===== src/rtl/hex_sr_multi_if.sv =====
// Bus between the Tiny Tapeout pin wrapper and the shift-register core.
// The wrapper side is the master (drives mode/data), the core is the slave.
interface hex_sr_multi_if #(
  parameter int WIDTH  = 6,
  parameter int LENGTH = 200
) ();
  localparam int FW  = $clog2(LENGTH + 1);
  localparam int PW0 = $clog2(LENGTH);
  localparam int PW  = (PW0 < 1) ? 1 : PW0;

  logic [1:0]       mode;
  logic [WIDTH-1:0] data_in;
  logic [WIDTH-1:0] data_out;
  logic [FW-1:0]    fill;
  logic             full;
  logic             empty;
  logic [PW-1:0]    phase;
  logic             sync;

  modport master (
    output mode, data_in,
    input  data_out, fill, full, empty, phase, sync
  );

  modport slave (
    input  mode, data_in,
    output data_out, fill, full, empty, phase, sync
  );
endinterface


===== src/rtl/hex_sr_multi.sv =====
// Multi-channel shift register: WIDTH independent bit lanes of LENGTH stages,
// sharing one mode decode, fill counter and rotation-phase counter.

// One bit lane. Stage 0 is the input end, stage LENGTH-1 is the output.
module hex_sr_lane #(
  parameter int LENGTH = 200
) (
  input  logic       clk,
  input  logic       rst_n,
  input  logic [1:0] mode_i,
  input  logic       din_i,
  output logic       dout_o
);
  localparam logic [1:0] M_HOLD   = 2'b00;
  localparam logic [1:0] M_LOAD   = 2'b01;
  localparam logic [1:0] M_RECIRC = 2'b10;

  logic [LENGTH-1:0] stage_q, stage_d;
  logic              src;

  // Pick what enters stage 0; every non-HOLD mode shifts by one.
  always_comb begin
    src     = 1'b0;
    stage_d = stage_q;
    case (mode_i)
      M_LOAD:   src = din_i;
      M_RECIRC: src = stage_q[LENGTH-1];
      default:  src = 1'b0;
    endcase
    if (mode_i != M_HOLD) stage_d = {stage_q[LENGTH-2:0], src};
  end

  // Stage storage; reset clears contents so data_out reads 0 immediately.
  always_ff @(posedge clk or negedge rst_n) begin
    if (!rst_n) stage_q <= '0;
    else        stage_q <= stage_d;
  end

  assign dout_o = stage_q[LENGTH-1];
endmodule

module hex_sr_multi #(
  parameter int WIDTH  = 6,
  parameter int LENGTH = 200
) (
  input  logic           clk,
  input  logic           rst_n,
  hex_sr_multi_if.slave  bus
);
  localparam int FW  = $clog2(LENGTH + 1);
  localparam int PW0 = $clog2(LENGTH);
  localparam int PW  = (PW0 < 1) ? 1 : PW0;

  localparam logic [1:0] M_HOLD  = 2'b00;
  localparam logic [1:0] M_LOAD  = 2'b01;
  localparam logic [1:0] M_FLUSH = 2'b11;

  logic [FW-1:0] fill_q, fill_d;
  logic [PW-1:0] phase_q, phase_d;
  logic [WIDTH-1:0] lane_out;

  // One independent lane per channel; all lanes see the same mode.
  for (genvar g = 0; g < WIDTH; g++) begin : g_lane
    hex_sr_lane #(.LENGTH(LENGTH)) u_lane (
      .clk    (clk),
      .rst_n  (rst_n),
      .mode_i (bus.mode),
      .din_i  (bus.data_in[g]),
      .dout_o (lane_out[g])
    );
  end

  // Fill tracking (saturating on LOAD, cleared by FLUSH) and phase advance
  // with an explicit wrap so non-power-of-two depths count exactly.
  always_comb begin
    fill_d  = fill_q;
    phase_d = phase_q;
    if (bus.mode != M_HOLD)
      phase_d = (phase_q == PW'(LENGTH - 1)) ? '0 : phase_q + 1'b1;
    if (bus.mode == M_LOAD && fill_q != FW'(LENGTH))
      fill_d = fill_q + 1'b1;
    else if (bus.mode == M_FLUSH)
      fill_d = '0;
  end

  // Counter registers.
  always_ff @(posedge clk or negedge rst_n) begin
    if (!rst_n) begin
      fill_q  <= '0;
      phase_q <= '0;
    end else begin
      fill_q  <= fill_d;
      phase_q <= phase_d;
    end
  end

  assign bus.data_out = lane_out;
  assign bus.fill     = fill_q;
  assign bus.phase    = phase_q;
  assign bus.full     = (fill_q == FW'(LENGTH));
  assign bus.empty    = (fill_q == '0);
  assign bus.sync     = (phase_q == '0);
endmodule


===== src/flat_wrapper.sv =====
// flat-port wrapper written by rule: the top's interface ports become plain ports
module hex_sr_multi_flat 
#(
  parameter int WIDTH  = 6,
  parameter int LENGTH = 200
)
  (clk, rst_n, bus_mode, bus_data_in, bus_data_out, bus_fill, bus_full, bus_empty, bus_phase, bus_sync);
  hex_sr_multi_if #(.WIDTH(WIDTH), .LENGTH(LENGTH)) bus_i ();
  input  logic clk;
  input  logic rst_n;
  input wire logic [$bits(bus_i.mode)-1:0] bus_mode;
  input wire logic [$bits(bus_i.data_in)-1:0] bus_data_in;
  output wire logic [$bits(bus_i.data_out)-1:0] bus_data_out;
  output wire logic [$bits(bus_i.fill)-1:0] bus_fill;
  output wire logic [$bits(bus_i.full)-1:0] bus_full;
  output wire logic [$bits(bus_i.empty)-1:0] bus_empty;
  output wire logic [$bits(bus_i.phase)-1:0] bus_phase;
  output wire logic [$bits(bus_i.sync)-1:0] bus_sync;
  assign bus_i.mode = bus_mode;
  assign bus_i.data_in = bus_data_in;
  assign bus_data_out = bus_i.data_out;
  assign bus_fill = bus_i.fill;
  assign bus_full = bus_i.full;
  assign bus_empty = bus_i.empty;
  assign bus_phase = bus_i.phase;
  assign bus_sync = bus_i.sync;
  hex_sr_multi #(.WIDTH(WIDTH), .LENGTH(LENGTH)) u_core (.clk(clk), .rst_n(rst_n), .bus(bus_i));
endmodule

===== config.mk =====
export PLATFORM = sky130hd
export DESIGN_NAME = hex_sr_multi_flat
export DESIGN_NICKNAME = d
export VERILOG_FILES = /design/src/rtl/hex_sr_multi_if.sv /design/src/rtl/hex_sr_multi.sv /design/src/flat_wrapper.sv
export SDC_FILE = /design/constraint.sdc
export NUM_CORES = 2
export LEC_CHECK = 0
export CORE_ASPECT_RATIO = 0.5
export CORE_MARGIN = 2
export CORE_UTILIZATION = 33
export DETAILED_ROUTE_END_ITERATION = 8
export HOLD_SLACK_MARGIN = 0.06
export SLEW_MARGIN = 20
export SYNTH_ARGS = -nofsm -noshare
export SYNTH_HDL_FRONTEND = slang
export SYNTH_HIERARCHICAL = 1
export SYNTH_SLANG_ARGS = --single-unit

===== constraint.sdc =====
create_clock -name clk -period 1.9 [get_ports clk]
set_input_delay 0.38 -clock clk [delete_from_list [all_inputs] [get_ports clk]]
set_output_delay 0.38 -clock clk [all_outputs]
set_load 0.005 [all_outputs]

Word-level counts from Yosys, hierarchy flattened
Index checks and enable logic that the tools add are counted.

storage, ports and cells
  register bits after elaboration = 1216
  input port bits = 10
  output and inout port bits = 25
  word-level logic and storage cells = 30

cells by class
  $add $sub $neg = 2
  equal/unequal tests = 6
  mux-type cells = 9
  reduce and logical (&&, ||, !) cells = 5

operators with widths
  kind                   number
  $mux W8                3
  $add A8 B1 Y8 const B  2
  $eq A8 B8 Y1 const B   2
  $logic_not A8 Y1       2
  $pmux W1 S2            6
  $ne A8 B8 Y1 const B   1
  $eq A2 B2 Y1 const B   2
  $reduce_bool A2 Y1     2
  $eq A2 B1 Y1 const B   1
  $logic_and A1 B1 Y1    1

Longest topological paths before layout
  word-level depth = 3
  mapped depth = 7
  mapped depth without buffers = 6

Cells and area by module
Netlist, hierarchy kept.

by module, submodules not included
  module        instances  cells an instance  area each (um^2)  sequential area each (um^2)
  hex_sr_lane   6          430                7554.7            5004.8
  hex_sr_multi  1          93                 908.4             400.4

Worst setup path after synthesis
No wires, ideal clock.

  path type = reg-to-reg
  start = register u_core.fill_q[0], in the netlist u_core/bus.fill[0]
  end = register u_core.fill_q[6], in the netlist u_core/bus.fill[6]
  setup time = 0.118 ns
  data arrival time = 1.687 ns
  required time = 1.782 ns
  setup slack = 0.095 ns
  stages on the path, launching flop included = 8
  buffers on the path = 1
  period minus slack after synthesis = 1.805 ns
  path through = dfrtp_1 inv_1 ha_1 or4b_4 buf_6 o21ai_4 o21ai_1 a21o_1

between the ends
  cells in the longest elaborated chain, start to end = 3
  elaborated cells on any way between the ends = 5
  those cells by class = add/sub: 1; eq/ne: 1; mux: 1; reduce/logical: 2

ends and longest elaborated chain
  element                                                                line                source
  start: declaration                                                     hex_sr_multi.sv:58  logic [FW-1:0] fill_q, fill_d;
  start signal: assignment                                               hex_sr_multi.sv:92  fill_q <= fill_d;
  parallel branches: the longest is 3 deep, another holds $add A8 B1 Y8  --

Parallel ways; which one is timed is not known.
A chain may end at the register's enable or synchronous reset.

Final worst setup path
  start = register u_core.fill_q[1], in the netlist u_core/bus.fill[1]
  end = output port bus_empty

between the ends
  cells in the longest elaborated chain, start to end = 1

ends and longest elaborated chain
  element           line                 source
  $logic_not A8 Y1  hex_sr_multi.sv:101  assign bus.empty = (fill_q == '0);
  end: declaration  flat_wrapper.sv:16   output wire logic [$bits(bus_i.empty)-1:0] bus_empty;

Every way passes these cells.

==> impl_metrics.py <==
metrics = {
    "status": {
        "status": "complete, but fails checks",
        "violations": "setup timing",
    },
    "die": {
        "start_util_pct": 33.1,
        "pin_count": 35,
        "core_area_um2": 140000,
        "die_w_um": 533,
        "die_y_um": 269,
        "die_area_um2": 143000,
        "num_rows": 97,
    },
    "global_routing": {
        "grt_pass1_wl_mm": 108,
        "grt_start_max_net_pins": 93,
        "antenna_found_initial": 0,
        "grtUsageTotal_pct": 8.62,
        "grt_overflow": 0,
        "first_global_vias": 22900,
    },
    "clock_tree": {
        "htreeDepth": 3,
        "ctsLongestPathBuffers": 3,
        "numCtsBuffers": 116,
        "cts_tree": "done",
        "clkTransAtPathRegs_ps": 60,
        "ctsRootBufferMaster": "clkbuf_16",
        "insertion_delay_ps": 660,
        "clock_sinks": 1216,
    },
    "layout": {
        "fin_nets": 2898,
        "final_cells": 4842,
        "drive_gt1_share_pct": 53.6,
        "syn_to_final_growth_pct": 16.0,
        "insertedDiodeCount": 0,
        "fin_util_pct": 38.4,
    },
    "sta": {
        "max-slew-margin-rel_pct": 67.5,
        "rsz0062_at_grt": "true",
        "fin_crit_sh_pct": 132,
        "max_freq_mhz": 398,
        "setup_violations": 10,
        "fin_hold_ws_ps": 186,
        "worst_pin_slew_ps": 487,
        "fin_skew_ps": 11.7,
        "period_minus_slack_ps": 2510,
        "drv_slew": 0,
        "fin_ws_ps": -615,
        "hold_viol_final": 0,
    },
    "setup_path": {
        "critPathLaunchType": "register",
        "worstPathArrival_ps": 2130,
        "critPathMaxFanout": 2,
        "end_kind": "output pin",
        "crit_required_ps": 1520,
        "path_class": "register to output pin",
    },
    "synthesis": {
        "ys_top_cells_by_count": "1216 x dfrtp_1, 1195 x mux2_2, 127 x buf_6, 22 x ha_1, 18 x inv_1",
        "synth_area_um2": 46200,
        "ys_ff_latch": 1216,
        "synth_area_leaders": "dfrtp_1 66%, mux2_2 29%, buf_6 3.1%",
        "synth_top_flop_cell": "dfrtp_1",
        "syn_nets": 2705,
        "yosysSeqAreaShare_pct": 65.8,
        "yosysMostFrequentCell": "dfrtp_1",
        "yosysWarnings": 6,
        "async_flop_share_pct": 100,
        "synth_top_cell_area_share_pct": 65.8,
        "synth.avg_cell_area_um2": 17.3,
        "synth_cells": 2673,
        "synth-edff-count": 0,
        "synth_area_leader_cell": "dfrtp_1",
        "yosys.cell_types.count": 36,
    },
    "placed_design": {
        "dp.cells": 4605,
        "hpwl_mm": 36.1,
        "io_buffer_count": 34,
        "pre_cts_ws_ps": -370,
        "gp_congestion": 0.685,
    },
    "routing": {
        "ant_nets": 0,
        "vias_per_cell": 4.38,
        "dr.pass1.iters": 4,
        "drt_wl_total_mm": 60.5,
        "dr_total_vias": 21200,
        "wl_per_cell_um": 12.5,
        "drtIter0Drc": 886,
        "drc": 0,
    },
    "power": {
        "p_total_mw": 53.9,
        "vdd_drop_max_uv": 668,
        "powerDensity_nw_per_um2": 1010,
        "p_leak_nw": 27.1,
    },
    "run": {
        "drv_cap": 0,
    },
    "min_path": {
        "min_path_type": "primary input to asynchronous set/reset pin",
    },
}
[cell families after synthesis]
group | Yosys count | synth area share (%)
adder cells (fa/ha/maj) | 22 | 0.595
AND/OR/NAND/NOR | 48 | 0.557
buffers and inverters | 152 | 3.31
multiplexers | 1195 | 29.1
XOR/XNOR | 6 | 0.114
flip-flops | 1216 | 65.8
AO/OA/AOI/OAI | 34 | 0.506
[where the power goes]
group | leakage, nW | internal, mW | total, mW | switching (mW)
clock | 1.97 | 13.9 | 23.4 | 9.47
sequential | 16.9 | 26.8 | 27.2 | 0.415
combinational | 8.20 | 1.77 | 3.35 | 1.57
[layer usage]
| metal | vias to the layer above | wire, µm | global-route usage (%) |
|---|---|---|---|
| met3 | 104 | 1690 | 1.72 |
| met4 | 0 | 1340 | 2.65 |
| met2 | 142 | 29200 | 14.6 |
| met5 | - | 0 | 0 |
| li1 | 9816 | - | - |
| met1 | 11100 | 28300 | 11.2 |
[flip-flops by register name (all words and copies together) (netlist names)]
signal,count
u_core/g_lane.u_lane/stage_q,1200
u_core/bus.fill,8
u_core/bus.phase,8
[repair_timing]
action                                 CTS  global route
setup buffers                           17             8
gates resized for setup                 61            19
pin swaps                                9             7
cloned                                   0             1
hold buffers                             1             0
setup endpoints to repair               25            18
endpoints found under the hold margin  530             0
[area by class of cell]
cell class	instances	area [µm²]
clock buffer	167	3420
clock inverter	46	543
fill	12800	85900
inverter	18	67.6
multi-input combinational	1306	14400
sequential	1216	30400
tap	1881	2350
timing repair buffer	208	2430
[final timing paths]
kind,cells past startpoint,slack [ps],end,startpoint
max,6,-610,bus_empty,u_core/bus.fill[1]
min,2,190,u_core/g_lane[3].u_lane/stage_q[11],rst_n
max reg2reg,9,-130,u_core/bus.fill[7],u_core/bus.fill[1]
min reg2reg,2,490,u_core/g_lane[4].u_lane/stage_q[0],u_core/g_lane[4].u_lane/stage_q[0]
max in group asynchronous,4,860,u_core/g_lane[4].u_lane/stage_q[108],rst_n
min in group clk,3,440,u_core/g_lane[0].u_lane/stage_q[0],bus_data_in[0]
[per-stage QoR]
step,setup TNS [ps],instance area (µm²)
3_5_place_dp,-337550,49500
6_report,-1950,53700
4_1_cts,-2860,53600
2_1_floorplan,0,46200
5_1_grt,-2710,53700
3_3_place_gp,-330740,49500
[cells in the final DEF, fill, tap and decap left out, types with 7 or more instances in the layout]
cell type	netlist	final
dfrtp_1	1216	1214
mux2_2	1195	1195
clkbuf_16	0	119
buf_4	0	99
buf_12	0	64
clkinv_2	0	28
clkbuf_8	0	26
clkbuf_1	1	22
inv_1	18	17
ha_1	22	16
nand2_1	13	13
bufinv_16	0	11
dlygate4sd2_1	0	11
buf_6	127	11
clkdlybuf4s50_1	0	8
buf_2	6	7
nand2b_1	7	7
o21ai_0	7	7
[worst max-delay path, stage by stage, from the launching register on]
cell     delay, ps
dfrtp_1        400
inv_2           70
ha_1           120
or4b_4         470
buf_6          140
nor4_4         120
buf_2          150
No activity file was read; power rests on OpenSTA's default activity.
